`src/rtl/idli_pkg.sv`:
```
// idli_pkg: shared types and constants for the idli fetch front-end
package idli_pkg;
  typedef logic [3:0] sqi_data_t;
  typedef enum logic [2:0] {
    FCH_IDLE,
    FCH_CMD,
    FCH_ADDR,
    FCH_DUMMY,
    FCH_DATA
  } fch_state_t;
  localparam int SQI_ADDR_NIBBLES = 6;
endpackage

```
`src/rtl/idli_sqi_fetch_m.sv`:
```
// idli_sqi_fetch_m: SQI SRAM sequential-read fetch front-end streaming nibbles to decode
module idli_sqi_fetch_m
  import idli_pkg::*;
#(
  parameter logic [15:0] RESET_PC     = 16'h0000,
  parameter int          DUMMY_CYCLES = 2,
  parameter logic [7:0]  READ_CMD     = 8'h03
) (
  input  logic        i_fch_gck,
  input  logic        i_fch_rst_n,
  input  logic        i_fch_redirect,
  input  logic [15:0] i_fch_redirect_pc,
  output logic        o_fch_sqi_cs_n,
  output sqi_data_t   o_fch_sqi_out,
  output logic        o_fch_sqi_oe,
  input  sqi_data_t   i_fch_sqi_in,
  output sqi_data_t   o_fch_enc,
  output logic        o_fch_enc_vld,
  output logic [15:0] o_fch_pc
);
  fch_state_t  state_q, state_d;
  logic [7:0]  cnt_q, cnt_d;
  logic [1:0]  nib_q;
  logic [15:0] pc_q, pc_d;
  logic [23:0] addr_d;
  logic        cs_n_d, oe_d, vld_q;
  sqi_data_t   out_d;
  // Next state, counter, pc and pad values; pad outputs are registered from these
  always_comb begin
    state_d = state_q;
    cnt_d   = cnt_q - 8'd1;
    pc_d    = (state_q == FCH_DATA && nib_q == 2'd3) ? pc_q + 16'd1 : pc_q;
    case (state_q)
      FCH_IDLE: begin
        state_d = FCH_CMD;
        cnt_d   = 8'd1;
      end
      FCH_CMD: if (cnt_q == 8'd0) begin
        state_d = FCH_ADDR;
        cnt_d   = 8'(SQI_ADDR_NIBBLES - 1);
      end
      FCH_ADDR: if (cnt_q == 8'd0) begin
        state_d = FCH_DUMMY;
        cnt_d   = 8'(DUMMY_CYCLES - 1);
      end
      FCH_DUMMY: if (cnt_q == 8'd0) begin
        state_d = FCH_DATA;
        cnt_d   = 8'd0;
      end
      default: cnt_d = 8'd0;
    endcase
    if (i_fch_redirect) begin
      state_d = FCH_IDLE;
      pc_d    = i_fch_redirect_pc;
      cnt_d   = 8'd0;
    end
    addr_d = {7'b0, pc_d, 1'b0};
    cs_n_d = state_d == FCH_IDLE;
    oe_d   = state_d == FCH_CMD || state_d == FCH_ADDR;
    out_d  = state_d == FCH_CMD  ? (cnt_d[0] ? READ_CMD[7:4] : READ_CMD[3:0]) :
             state_d == FCH_ADDR ? sqi_data_t'(addr_d >> {cnt_d[2:0], 2'b00}) : '0;
  end
  // State, sequencing counter, pc tracking and registered pad outputs
  always_ff @(posedge i_fch_gck or negedge i_fch_rst_n)
    if (!i_fch_rst_n) begin
      state_q        <= FCH_IDLE;
      cnt_q          <= 8'd0;
      nib_q          <= 2'd0;
      pc_q           <= RESET_PC;
      o_fch_sqi_cs_n <= 1'b1;
      o_fch_sqi_oe   <= 1'b0;
      o_fch_sqi_out  <= '0;
      vld_q          <= 1'b0;
    end else begin
      state_q        <= state_d;
      cnt_q          <= cnt_d;
      nib_q          <= (state_q == FCH_DATA && !i_fch_redirect) ? nib_q + 2'd1 : 2'd0;
      pc_q           <= pc_d;
      o_fch_sqi_cs_n <= cs_n_d;
      o_fch_sqi_oe   <= oe_d;
      o_fch_sqi_out  <= out_d;
      vld_q          <= state_d == FCH_DATA;
    end
  assign o_fch_enc     = i_fch_sqi_in;
  assign o_fch_enc_vld = vld_q & ~i_fch_redirect;
  assign o_fch_pc      = pc_q;
endmodule

```
`config.mk`:
```
export PLATFORM = sky130hd
export DESIGN_NAME = idli_sqi_fetch_m
export DESIGN_NICKNAME = d
export VERILOG_FILES = /design/src/rtl/idli_pkg.sv /design/src/rtl/idli_sqi_fetch_m.sv
export SDC_FILE = /design/constraint.sdc
export NUM_CORES = 1
export LEC_CHECK = 0
export BUFFER_PORTS_ARGS = -buffer_cell sky130_fd_sc_hd__buf_4
export CAP_MARGIN = 40
export CORE_ASPECT_RATIO = 0.8
export CORE_MARGIN = 1
export CORE_UTILIZATION = 30
export DETAILED_ROUTE_END_ITERATION = 6
export GPL_ROUTABILITY_DRIVEN = 0
export GPL_TIMING_DRIVEN = 0
export SLEW_MARGIN = 20
export SYNTH_ARGS = -nofsm -noshare
export SYNTH_HDL_FRONTEND = slang
export SYNTH_SLANG_ARGS = --single-unit
```
`constraint.sdc`:
```
create_clock -name i_fch_gck -period 2 [get_ports i_fch_gck]
set_input_delay 0.4 -clock i_fch_gck [delete_from_list [all_inputs] [get_ports i_fch_gck]]
set_output_delay 0.4 -clock i_fch_gck [all_outputs]
set_load 0.01 [all_outputs]
```
==> results.yml <==
outcome:
  status: "finished, violations left"
  violations: "setup timing"
timing:
  finalCriticalPeriod_ns: 2.108
  slew_violations: 0
  setup_violations: 4
  fmax_mhz: 474.3
  setup_tns_ns: -0.3558
  hold_violations: 0
  slew-limit-headroom_pct: 52.18
  finClkSkew_ns: 0.004093
  worst_pin_slew_ns: 0.7173
  postLayoutSetupSlackWorst_ns: -0.1083
  min_period_over_period_pct: 105.4
  rsz0062_at_grt: "yes"
  whs_ns: 0.06063
cells_and_area:
  regArea_um2: 914.6
  drive_gt1_share_pct: 43.71
  stdcell_count: 386
  n_antenna_cell: 0
  area_growth_syn_to_layout_pct: 47.75
  fill_cells: 622
  nets: 328
  multi_input_area_um2: 1297
critical_path:
  cp.arrival_ns: 2.30
  crit_required_ns: 2.20
  start_kind: "flop"
  critPathMaxStageDelay_ns: 0.42
  worst-setup-path-type: "flop to flop"
  crit_family: "compound AO/OA/AOI/OAI gates"
  path_buf_inv: 1
  cp-end-kind: "flop"
  path_cells: "nor4_4 > and3_4 > buf_8 > mux2i_4 > o21ai_2 > a211o_1 > a311oi_2"
  cp_max_fo: 6
  r2r_slack_ns: -0.11
  cp_slowest_cell: "dfrtp_1"
power:
  p_sw_uw: 1408
  power_density_nw_per_um2: 1169
  max-vdd-ir-drop_uv: 453.3
  p_int_uw: 2196
  p_leak_uw: 0.001367
  pwr-share-seq_pct: 28.0
  p_clk_share_pct: 18.6
  p_sw_share_pct: 39.06
  comb_power_share_pct: 53.4
clocking:
  tritoncts: "built"
  cts_sinks: 36
  numCtsBuffers: 5
  cts_root_buffer: "clkbuf_8"
  htree_levels: 2
  clk_pin_slew_worst_paths_ns: 0.08
  cts_max_path_buffers: 2
  worstSkewPairLatency_ns: 0.29
drt:
  dr.pass1.iters: 4
  wl_per_cell_um: 16.34
  detail-route-antenna-nets: 0
  drt_iter0_markers: 162
  vias: 2023
  drc: 0
  viasPerCell: 5.241
  routed_wl_mm: 6.309
logic_synthesis:
  ys_ff_latch: 36
  synth-edff-count: 0
  syn_area_um2: 2086
  yosysUniqueCellTypes: 51
  yosysSeqAreaShare_pct: 43.25
  synthCells: 226
  syn_nets: 253
  yosys_warnings: 0
  ys_async_sr_fraction_pct: 100.0
  syn_avg_cell_area_um2: 9.229
  ys.flop_type: "dfrtp_1"
grt:
  grt_use_met1_pct: 27.45
  grt_use_total_pct: 18.16
  grt_util_met2_pct: 26.64
  grt_max_degree: 37
  grt.busiest_layer: "met1"
  grt_pass1_vias: 1953
  antenna_found_initial: 0
  use_met3_pct: 3.094
  grt-ovfl-total: 0
  grt_pass1_wl_mm: 10.06
placement:
  preCtsSetupSlack_ns: -0.4195
  io_buffers: 45
  hpwl_mm: 4.207
  place_inst: 355
die:
  num_io_pins: 50
  dieArea_um2: 7292
  start_util_pct: 31.90
  die_h_um: 76.58
  dieWidth_um: 95.23
  core_area_um2: 6539
  rows: 26
job:
  maxCapViolCount: 0
hold_path:
  min_path_type: "input port to async pin"
-- per-stage QoR --
stage | utilization (%) | total power (uW) | cell area, um^2
2_1_floorplan | - | 2001 | 2128
3_3_place_gp | 39.32 | 2350 | 2571
3_5_place_dp | 39.32 | 2357 | 2571
4_1_cts | 46.33 | 3490 | 3029
5_1_grt | 47.13 | 3814 | 3082
6_report | 47.13 | 3604 | 3082
-- worst register-to-register path: stages (launching register included) --
cell	delay, ns
dfrtp_1	0.42
nor4_4	0.30
and3_4	0.27
buf_8	0.13
mux2i_4	0.26
o21ai_2	0.11
a211o_1	0.26
a311oi_2	0.27
-- area by class of cell --
class                      count  area share, %
clock buffer                   5          2.233
multi-input combinational    164          42.10
clock inverter                 3          1.502
buffer                        13          2.720
timing repair buffer          69          16.81
tap                           84          3.410
sequential                    36          29.68
inverter                      12          1.543
-- metal layers --
metal / part of all wire, % / vias up
met5: 0 / -
met4: 0.81 / 0
met3: 6.5 / 5
met2: 45 / 76
met1: 48 / 986
li1: - / 956
-- path summary, 6_finish.rpt --
path / start / end / cells past startpoint
max: cnt_q[6] / o_fch_sqi_out[0] / 7
min: i_fch_rst_n / state_q[2] / 1
max reg2reg: cnt_q[6] / o_fch_sqi_out[0] / 7
min reg2reg: nib_q[0] / nib_q[0] / 2
max in group asynchronous: i_fch_rst_n / o_fch_pc[7] / 1
min in group i_fch_gck: i_fch_redirect_pc[4] / o_fch_pc[4] / 3
-- cell usage after synthesis (2+ instances only) --
cell	number	area [um^2]
ha_1	4	50.05
nand4_1	4	25.02
o211ai_1	2	15.01
and3_1	2	12.51
o21a_1	2	15.01
nor2_1	25	93.84
nand2_1	20	75.07
o31ai_1	2	15.01
o21ai_0	13	65.06
nor4_1	8	50.05
clkbuf_1	8	30.03
nand2b_1	3	18.77
or4_1	3	22.52
a31oi_1	3	18.77
dfrtp_1	35	875.8
nor3_1	5	25.02
xnor2_1	10	87.58
a211o_1	2	17.52
buf_2	2	10.01
mux2i_1	4	40.04
mux2_2	2	22.52
buf_4	4	30.03
nand3_1	10	50.05
inv_1	12	45.04
a21o_1	2	15.01
a21oi_1	7	35.03
xor2_1	8	70.07
-- cells in the final DEF, fill, tap and decap left out, types with 3 or more instances in the layout --
cell	n
nor4_1	4
xor2_1	8
nand4_1	4
nand3_1	9
buf_4	73
clkbuf_1	6
clkbuf_8	5
nand2_1	18
dfrtp_1	25
or4_4	3
nor2_1	24
inv_1	11
nor4_4	3
o21ai_0	8
mux2i_1	3
xnor2_1	10
a21oi_1	7
dfrtp_2	10
nor3_1	5
nand2b_1	3
-- cells by family after synthesis --
group | count (synthesis) | synth area share [%]
AND/OR/NAND/NOR | 91 | 23.22
XOR/XNOR | 18 | 7.558
adder cells (fa/ha/maj) | 4 | 2.400
flip-flops | 36 | 43.25
AO/OA/AOI/OAI | 45 | 15.06
multiplexers | 6 | 2.999
buffers and inverters | 26 | 5.519
-- flip-flops by register name (all words and copies together), names as in the netlist --
name            count
cnt_q               8
nib_q               2
o_fch_pc           16
o_fch_sqi_cs_n      1
o_fch_sqi_oe        1
o_fch_sqi_out       4
state_q             3
vld_q               1
-- timing repair --
| item | in CTS | in global routing |
|---|---|---|
| hold buffers | 0 | 0 |
| resized for setup | 43 | 9 |
| pin swaps | 17 | 3 |
| buffers inserted | 21 | 3 |
| hold endpoints to repair | 0 | 0 |
| setup endpoints to repair | 5 | 5 |
-- power by group through the flow --
stage / Combinational, uW / Sequential (uW) / Clock, uW
after floorplan: 977 / 1020 / 0
final: 1930 / 1010 / 670
after global placement: 1310 / 1040 / 0
after CTS: 1810 / 1000 / 680
after global routing: 2080 / 1020 / 708
after detailed placement: 1320 / 1040 / 0
(Power assumes the default switching activity.)
